==> config.mk <==
export PLATFORM = sky130hd
export DESIGN_NAME = imm_packer
export DESIGN_NICKNAME = d
export VERILOG_FILES = /design/src/rtl/riscv_imm_pkg.sv /design/src/rtl/imm_range_check.sv /design/src/rtl/imm_packer.sv
export SDC_FILE = /design/constraint.sdc
export NUM_CORES = 1
export LEC_CHECK = 0
export CAP_MARGIN = 10
export CORE_MARGIN = 2
export CORE_UTILIZATION = 48
export DETAILED_ROUTE_END_ITERATION = 7
export GPL_TIMING_DRIVEN = 1
export PLACE_DENSITY_LB_ADDON = 0.05
export SETUP_SLACK_MARGIN = 0.5
export SLEW_MARGIN = 20
export SYNTH_ARGS = -nofsm -noshare
export SYNTH_HDL_FRONTEND = slang
export SYNTH_SLANG_ARGS = --single-unit
==> constraint.sdc <==
create_clock -name clk -period 2.5 [get_ports clk]
set_clock_uncertainty 0.05 [all_clocks]
set_input_delay 0.5 -clock clk [delete_from_list [all_inputs] [get_ports clk]]
set_output_delay 0.5 -clock clk [all_outputs]
set_load 0.005 [all_outputs]
==> src/rtl/riscv_imm_pkg.sv <==
// Immediate format codes, field positions and packing helper shared
// by the immediate sign-extender and the immediate packer.
package riscv_imm_pkg;

    typedef enum logic [1:0] {
        IMM_I    = 2'b00,
        IMM_S    = 2'b01,
        IMM_B    = 2'b10,
        IMM_RSVD = 2'b11
    } imm_src_e;

    localparam int I_IMM_HI  = 31;
    localparam int I_IMM_LO  = 20;
    localparam int S_HI_HI   = 31;
    localparam int S_HI_LO   = 25;
    localparam int S_LO_HI   = 11;
    localparam int S_LO_LO   = 7;
    localparam int B_SIGN    = 31;
    localparam int B_B11     = 7;
    localparam int B_MID_HI  = 30;
    localparam int B_MID_LO  = 25;
    localparam int B_LOW_HI  = 11;
    localparam int B_LOW_LO  = 8;

    typedef struct packed {
        imm_src_e    src;
        logic [31:0] imm;
        logic [31:0] base;
        logic        range_err;
        logic        align_err;
        logic        fmt_err;
    } s1_t;

    // Scatter imm into base; bits outside the format's fields pass through.
    function automatic logic [31:0] pack_imm(
        imm_src_e    src,
        logic [31:0] imm,
        logic [31:0] base
    );
        logic [31:0] w;
        w = base;
        unique case (src)
            IMM_I: w[I_IMM_HI:I_IMM_LO] = imm[11:0];
            IMM_S: begin
                w[S_HI_HI:S_HI_LO] = imm[11:5];
                w[S_LO_HI:S_LO_LO] = imm[4:0];
            end
            IMM_B: begin
                w[B_SIGN]            = imm[12];
                w[B_B11]             = imm[11];
                w[B_MID_HI:B_MID_LO] = imm[10:5];
                w[B_LOW_HI:B_LOW_LO] = imm[4:1];
            end
            default: w = base;
        endcase
        return w;
    endfunction

endpackage

==> src/rtl/imm_range_check.sv <==
// Decides whether an immediate is representable in the requested
// format and flags misaligned branch offsets and reserved formats.
module imm_range_check
    import riscv_imm_pkg::*;
(
    input  logic [1:0]  imm_src,
    input  logic [31:0] imm_value,
    output logic        range_err,
    output logic        align_err,
    output logic        fmt_err
);

    logic fits_12;
    logic fits_13;
    logic unused_bits;

    assign fits_12 = (&imm_value[31:11]) | ~(|imm_value[31:11]);
    assign fits_13 = (&imm_value[31:12]) | ~(|imm_value[31:12]);
    assign unused_bits = ^imm_value[10:1];

    always_comb begin
        range_err = 1'b0;
        align_err = 1'b0;
        fmt_err   = 1'b0;
        unique case (imm_src_e'(imm_src))
            IMM_I: range_err = ~fits_12;
            IMM_S: range_err = ~fits_12;
            IMM_B: begin
                range_err = ~fits_13;
                align_err = imm_value[0];
            end
            default: fmt_err = 1'b1;
        endcase
    end

endmodule

==> src/rtl/imm_packer.sv <==
// Two-stage valid/ready immediate packer: check, then scatter into
// instruction fields; counts delivered words that carry any error.
module imm_packer
    import riscv_imm_pkg::*;
#(
    parameter int ERR_CNT_W = 16
) (
    input  logic                 clk,
    input  logic                 rst_n,
    input  logic                 in_valid,
    output logic                 in_ready,
    input  logic [1:0]           imm_src,
    input  logic [31:0]          imm_value,
    input  logic [31:0]          base_instr,
    output logic                 out_valid,
    input  logic                 out_ready,
    output logic [31:0]          instr,
    output logic                 range_err,
    output logic                 align_err,
    output logic                 fmt_err,
    input  logic                 err_clr,
    output logic [ERR_CNT_W-1:0] err_count
);

    logic s1_valid;
    s1_t  s1_q;
    logic adv1;
    logic adv2;
    logic chk_range;
    logic chk_align;
    logic chk_fmt;
    logic out_hs;
    logic out_any_err;

    imm_range_check u_check (
        .imm_src   (imm_src),
        .imm_value (imm_value),
        .range_err (chk_range),
        .align_err (chk_align),
        .fmt_err   (chk_fmt)
    );

    assign adv2        = ~out_valid | out_ready;
    assign adv1        = ~s1_valid | adv2;
    assign in_ready    = adv1;
    assign out_hs      = out_valid & out_ready;
    assign out_any_err = range_err | align_err | fmt_err;

    always_ff @(posedge clk) begin
        if (!rst_n) begin
            s1_valid <= 1'b0;
            s1_q     <= '0;
        end else if (adv1) begin
            s1_valid <= in_valid;
            if (in_valid) begin
                s1_q.src       <= imm_src_e'(imm_src);
                s1_q.imm       <= imm_value;
                s1_q.base      <= base_instr;
                s1_q.range_err <= chk_range;
                s1_q.align_err <= chk_align;
                s1_q.fmt_err   <= chk_fmt;
            end
        end
    end

    always_ff @(posedge clk) begin
        if (!rst_n) begin
            out_valid <= 1'b0;
            instr     <= '0;
            range_err <= 1'b0;
            align_err <= 1'b0;
            fmt_err   <= 1'b0;
        end else if (adv2) begin
            out_valid <= s1_valid;
            if (s1_valid) begin
                instr     <= pack_imm(s1_q.src, s1_q.imm, s1_q.base);
                range_err <= s1_q.range_err;
                align_err <= s1_q.align_err;
                fmt_err   <= s1_q.fmt_err;
            end
        end
    end

    // Clear wins over a simultaneous erroring handshake.
    always_ff @(posedge clk) begin
        if (!rst_n) begin
            err_count <= '0;
        end else if (err_clr) begin
            err_count <= '0;
        end else if (out_hs && out_any_err && !(&err_count)) begin
            err_count <= err_count + {{(ERR_CNT_W-1){1'b0}}, 1'b1};
        end
    end

endmodule
==> results of run 1 <==
## cell type report
type,instances,area [um2]
Clock buffer,10,138
Clock inverter,6,51.3
Fill cell,747,2810
Inverter,6,22.5
Multi-Input combinational cell,373,2190
Sequential cell,103,2070
Tap cell,108,135
Timing Repair Buffer,136,1390
## power breakdown
group	switching [mW]	internal [mW]
logic	0.182	0.238
clock network	0.589	0.404
registers	0.0431	1.71
total	0.814	2.35
## worst reg2reg max path: stages (launching register included)
cell,delay [ns]
dfxtp_1,0.46
o311ai_1,0.21
or3_4,0.48
or4_1,0.49
a21oi_1,0.17
## placed cells by master (no fill, tap or decap), types with 2 or more instances in the layout
master             n
a21boi_0          71
a21oi_1           11
a221oi_1           6
a311oi_1           4
and2_1             2
and4_1             2
buf_12             5
buf_4              8
clkbuf_8          10
clkdlybuf4s50_1  120
clkinv_4           2
dfxtp_1           97
dfxtp_2            4
dfxtp_4            2
ha_1               5
inv_1              6
inv_6              3
mux2i_1            6
nand2_1          147
nand2b_1           2
nand3_1            7
nand4_1            8
nor2_1            17
nor2b_1            6
nor3_1             5
nor3b_1           10
nor4_1             7
o2111ai_1          2
o211a_1            5
o211ai_1           2
o21ai_0            5
o21ai_1            4
o31ai_1            4
or2_2              3
or3_1              8
or4_1              4
xor2_1             2
## kinds of logic (layout without fill, tap and decap cells)
logic type | after synthesis | in the layout | share of synthesized area, %
AOI/OAI and AO/OA | 123 | 123 | 21.0
xor gates and xnor gates | 2 | 2 | 0.399
adders and majority gates | 5 | 5 | 1.43
buffers and inverters | 40 | 158 | 3.51
DFF | 103 | 103 | 47.0
muxes | 6 | 6 | 1.37
and+or+nand+nor | 237 | 237 | 25.3
## sequential cells by signal, summed over array words and instances, names as in the netlist
signal     cells
s1_q          50
instr         32
err_count     16
align_err      1
fmt_err        1
out_valid      1
range_err      1
s1_valid       1
## path summary, 6_finish.rpt
path                              start                         end  slack [ns]  cells after the start
max reg2reg      range_err$_SDFFE_PN0P_  err_count[15]$_SDFFE_PP0P_        0.58                      4
max          err_count[12]$_SDFFE_PP0P_               err_count[12]        0.56                      1
min reg2reg        s1_q[2]$_SDFFE_PN0P_      range_err$_SDFFE_PN0P_        0.40                      2
min                s1_q[2]$_SDFFE_PN0P_      range_err$_SDFFE_PN0P_        0.40                      2
## through the flow
step	area, um2	hold WS (ns)	worst slack [ns]
3_3_place_gp	5760	0.395	0.0981
5_1_grt	6000	0.436	0.501
4_1_cts	5970	0.411	0.476
3_5_place_dp	5760	0.405	0.0334
6_report	6000	0.405	0.556
2_1_floorplan	4390	0.389	0.705
## per-layer routing
| layer | up-vias | part of all wire, % | global-route usage (%) |
|---|---|---|---|
| met5 | - | 0 | 0 |
| met4 | 0 | 1.5 | 8.01 |
| met3 | 17 | 4.5 | 3.51 |
| met2 | 108 | 48 | 38.5 |
| met1 | 1874 | 46 | 28.4 |
| li1 | 2014 | - | - |
## what timing repair did
action,in CTS,in global routing
resized for setup,3,9
endpoints found under the setup margin,12,16
hold buffers,0,0
pin swaps,0,1
setup buffers,1,2
==> metrics.txt, run 1 <==
EDFF count, synth=0; Max transition margin=58.0%; diode count=0; TritonCTS clock tree=yes; yosys warns=0; routed vias=4,013; Startpoint Class=register; status=complete, no violations; layout cells sized above 1=between 7 and 8%; chip height=99.6 um; initial antenna violation count=0; delay-heaviest family, CP=buffers and inverters; area delta synth->final=36.7%; leak pwr=2.19 nW; syn_area_per_cell=8.50 um2; Yosys reg bits=103; Buf/Inv on CP=1; detailed-route vias per instance=5.41; Final Hold Vio Count=0; Mapped Cells=516; critical path class=register to output pin; crit-path max cell delay=0.56 ns; Post-Route WL=10,900 um; most common cell in the netlist=nand2_1; Arr. time, crit path=around 1.4 ns; final antenna-violating net count=0; DRC=0; Worst Setup End Kind=output pin; Hold Crit Class=register to register; sequential fraction of the synthesis area=between 40 and 50%; Root Driver=clkbuf_8; total negative slack=0 ns; Placer Congestion=between 0.7 and 0.8; ys async rst share=0%; Clk Latency, worst-skew pair=0.36 ns; worst-path fanout max=8; fin crit share=77.8%; Pwr Density=528 nW/um2; Non-Filler Instances=742; WP data required=1.95 ns; prevailing post-synth register cell=dfxtp_1; Final Power=3.17 mW; total iterations of the first detailed-routing run=4; CTS Sinks=103; maximum vdd ir drop=0.000297 V; fin. max-slew vios=0; gr ovfl total=0; First DRT Iteration DRCs=around 170; core footprint=8810 um2; port bufs=between 100 and 150; leading area contributor after synthesis=dfxtp_1; Top Ports=approximately 120; most area-consuming cells after synthesis=dfxtp_1 (47%), nand2_1 (13%), a21boi_0 (12%), clkbuf_1 (2.4%), nor3b_1 (1.7%); min Tclk post-route=1.94 ns; Slew @ Worst Pin=0.620 ns; endpoints failing setup=0; H-tree depth=3; total die area=9920 um2; top post-synthesis cells by count=nand2_1 (148), dfxtp_1 (103), a21boi_0 (71); Clk pin slew, worst setup/hold paths=0.10 ns; Post-Route Utilization=68.1%; Cell Rows=34; dpl cells=723; number of library cell types mapped by synthesis=48; die span in x=about 100 um; Achievable Freq=slightly above 0.5 GHz; vias in the first global route=~4k; Synth Cell Area=4390 um2; fin nets=705; CTS max path bufs=2; RSZ-0062 raised after global routing=no; Synth top area share=between 40% and 50%; wire per inst=between 10 and 15 um; largest net degree at the start of global routing=90; Syn Nets=592; global-route wire length before repair=18,200 um; dpl hpwl=7450 um; critical-path cell list=clkdlybuf4s50_1; Tot GR Track Use=between 20% and 30%; slowest stage cell, crit path=clkdlybuf4s50_1; Initial Utilization=49.8%; TritonCTS Buffers=9; # Max-Cap Violations=0
(Power assumes the default switching activity.)
==> inputs of run 2 (changes only) <==
==> constraint.sdc (replaced) <==
create_clock -name clk -period 1.9 [get_ports clk]
set_clock_uncertainty 0.05 [all_clocks]
set_input_delay 0.38 -clock clk [delete_from_list [all_inputs] [get_ports clk]]
set_output_delay 0.38 -clock clk [all_outputs]
set_load 0.005 [all_outputs]
==> run 2 against run 1 <==
Total power rose by 48%. Sequential share of layout area shrank 7.6 points. Sequential cell count unchanged. Die area stayed put. Via count increased by 33%. Clock power increased by 36%. First-iteration DRC count rose by 150%. Critical path type is now register to register. Largest power group unchanged. Highest routed layer unchanged.
==> metrics.txt, run 2 (synthesized netlist as in run 1, its figures left out) <==
status=complete, no violations; switching power total=1.40 mW (+72%); fin nets=809 (+15%); cell area after layout=8080 um2 (+35%); RSZ-0062 raised after global routing=yes; Initial Utilization=49.8% (unchanged); wire per inst=24.4 um (+66%); gr ovfl total=0 (unchanged); TritonCTS Buffers=9 (unchanged); First DRT Iteration DRCs=427 (+150%); Worst Setup End Kind=register; Cell Rows=34 (unchanged); area delta synth->final=84.1%; min Tclk post-route=1.80 ns; Achievable Freq=0.556 GHz; critical path class=register to register; Placer Congestion=0.796 (+1.2%); clock share of power=28.7% (-2.7 points); Largest regs=s1_q: 50 flops, instr: 32 flops, err_count: 16 flops; most frequent cells in the layout=nand2_1 (87), clkdlybuf4s50_1 (61), buf_6 (55), dfxtp_1 (49), buf_4 (48); CTS Sinks=103 (unchanged); # Max-Cap Violations=0 (unchanged); total iterations of the first detailed-routing run=5 (+1); die span in x=99.6 um (unchanged); detailed-route vias per instance=6.33 (+17%); Final Power=4.68 mW (+48%); Clk pin slew, worst setup/hold paths=0.11 ns (about the same); layout cells sized above 1=47.7% (+40 points); Pwr Density=579 nW/um2 (+9.7%); Switching Share=30.0% (+4.3 points); maximum vdd ir drop=0.000577 V (+94%); Most flops, register=s1_q; Max transition margin=73.4% (+15 points); Flop pwr share=49.6% (-5.8 points); FF-to-FF setup slack=0.10 ns (-0.48 ns); Post-Route Utilization=91.7% (+24 points); initial antenna violation count=0 (unchanged); dpl hpwl=7910 um (+6.2%); vias in the first global route=4,946 (+26%); worst-path fanout max=4 (-4); Power Internal=3.28 mW (+39%); final antenna-violating net count=0 (unchanged); Root Driver=clkbuf_8; port bufs=123 (unchanged); Post-Route WL=20,600 um (+89%); global-route wire length before repair=24,300 um (+33%); leak pwr=3.34 nW (+52%); fin. max-slew vios=0 (unchanged); fin crit share=94.7%; Startpoint Class=register; WP data required=2.14 ns (+0.19 ns); Fill cells=313 (-58%); H-tree depth=3 (unchanged); endpoints failing setup=0 (unchanged); Arr. time, crit path=2.04 ns (+0.65 ns); Hold WS=0.295 ns (-0.110 ns); Final Hold Vio Count=0 (unchanged); TritonCTS clock tree=yes; DRC=0 (unchanged); Top Ports=124 (unchanged); Clk Latency, worst-skew pair=0.38 ns (+0.02 ns); max reg flops=50 (unchanged); chip height=99.6 um (unchanged); commonest non-fill, non-tap cell in the layout=nand2_1; placed cell area=6020 um2 (+4.6%); Tot GR Track Use=30.8% (+8.4 points); total die area=9920 um2 (unchanged); CTS max path bufs=2 (unchanged); largest net degree at the start of global routing=41 (-54%); core footprint=8810 um2 (unchanged); routed vias=5,354 (+33%); Hold Crit Class=primary input to register; diode count=0 (unchanged); Slew @ Worst Pin=0.398 ns (-0.221 ns); Logic pwr share=21.6% (+8.3 points)
## run 2: metal layers
metal	share of wire [%]	global-route usage [%]
met3	9.1	5.97
met4	6.0	10.1
met2	49	55.9
met5	0	0
met1	36	36.4
## run 2: power by group through the flow
stage	registers (mW)	logic, mW	clock network [mW]
2_1_floorplan	2.34	0.266	0
3_3_place_gp	2.35	0.565	0
3_5_place_dp	2.35	0.577	0
4_1_cts	2.30	0.769	1.33
5_1_grt	2.33	1.05	1.44
6_report	2.32	1.01	1.35
## run 2: worst paths after layout
check	from	to	cells after the start
setup reg to reg	err_count[9]$_SDFFE_PP0P_	err_count[10]$_SDFFE_PP0P_	5
hold reg to reg	s1_q[5]$_SDFFE_PN0P_	s1_q[5]$_SDFFE_PN0P_	2
hold / removal	rst_n	align_err$_SDFFE_PN0P_	2
setup / recovery	err_count[9]$_SDFFE_PP0P_	err_count[10]$_SDFFE_PP0P_	5
## run 2: area by class of cell
| class | count | area (um2) | share of cell area [%] |
|---|---|---|---|
| Clock buffer | 9 | 124 | 1.53 |
| Sequential cell | 103 | 2180 | 27.0 |
| Clock inverter | 7 | 56.3 | 0.697 |
| Multi-Input combinational cell | 374 | 2970 | 36.7 |
| Tap cell | 108 | 135 | 1.67 |
| Inverter | 6 | 30.0 | 0.372 |
| Timing Repair Buffer | 239 | 2590 | 32.0 |
## run 2: metrics by stage
step	setup TNS, ns	std cells	worst slack [ns]
after floorplan	0	516	0.312
after global placement	-2.70	741	-0.194
after detailed placement	-5.02	741	-0.218
after CTS	0	829	0.269
after global routing	0	846	0.0841
final	0	846	0.100
## run 2: critical path: stages (launching register included)
cell and delay (ns):
dfxtp_2 0.35, buf_6 0.12, and4_4 0.16, a2111o_1 0.48, or3_1 0.35, a21oi_1 0.21
## run 2: what timing repair did
item	in CTS	in global routing
pin swaps	57	87
setup endpoints to repair	154	125
cloned	12	3
resized for setup	282	210
hold buffers	0	0
buffers inserted	60	14
hold endpoints to repair	0	0
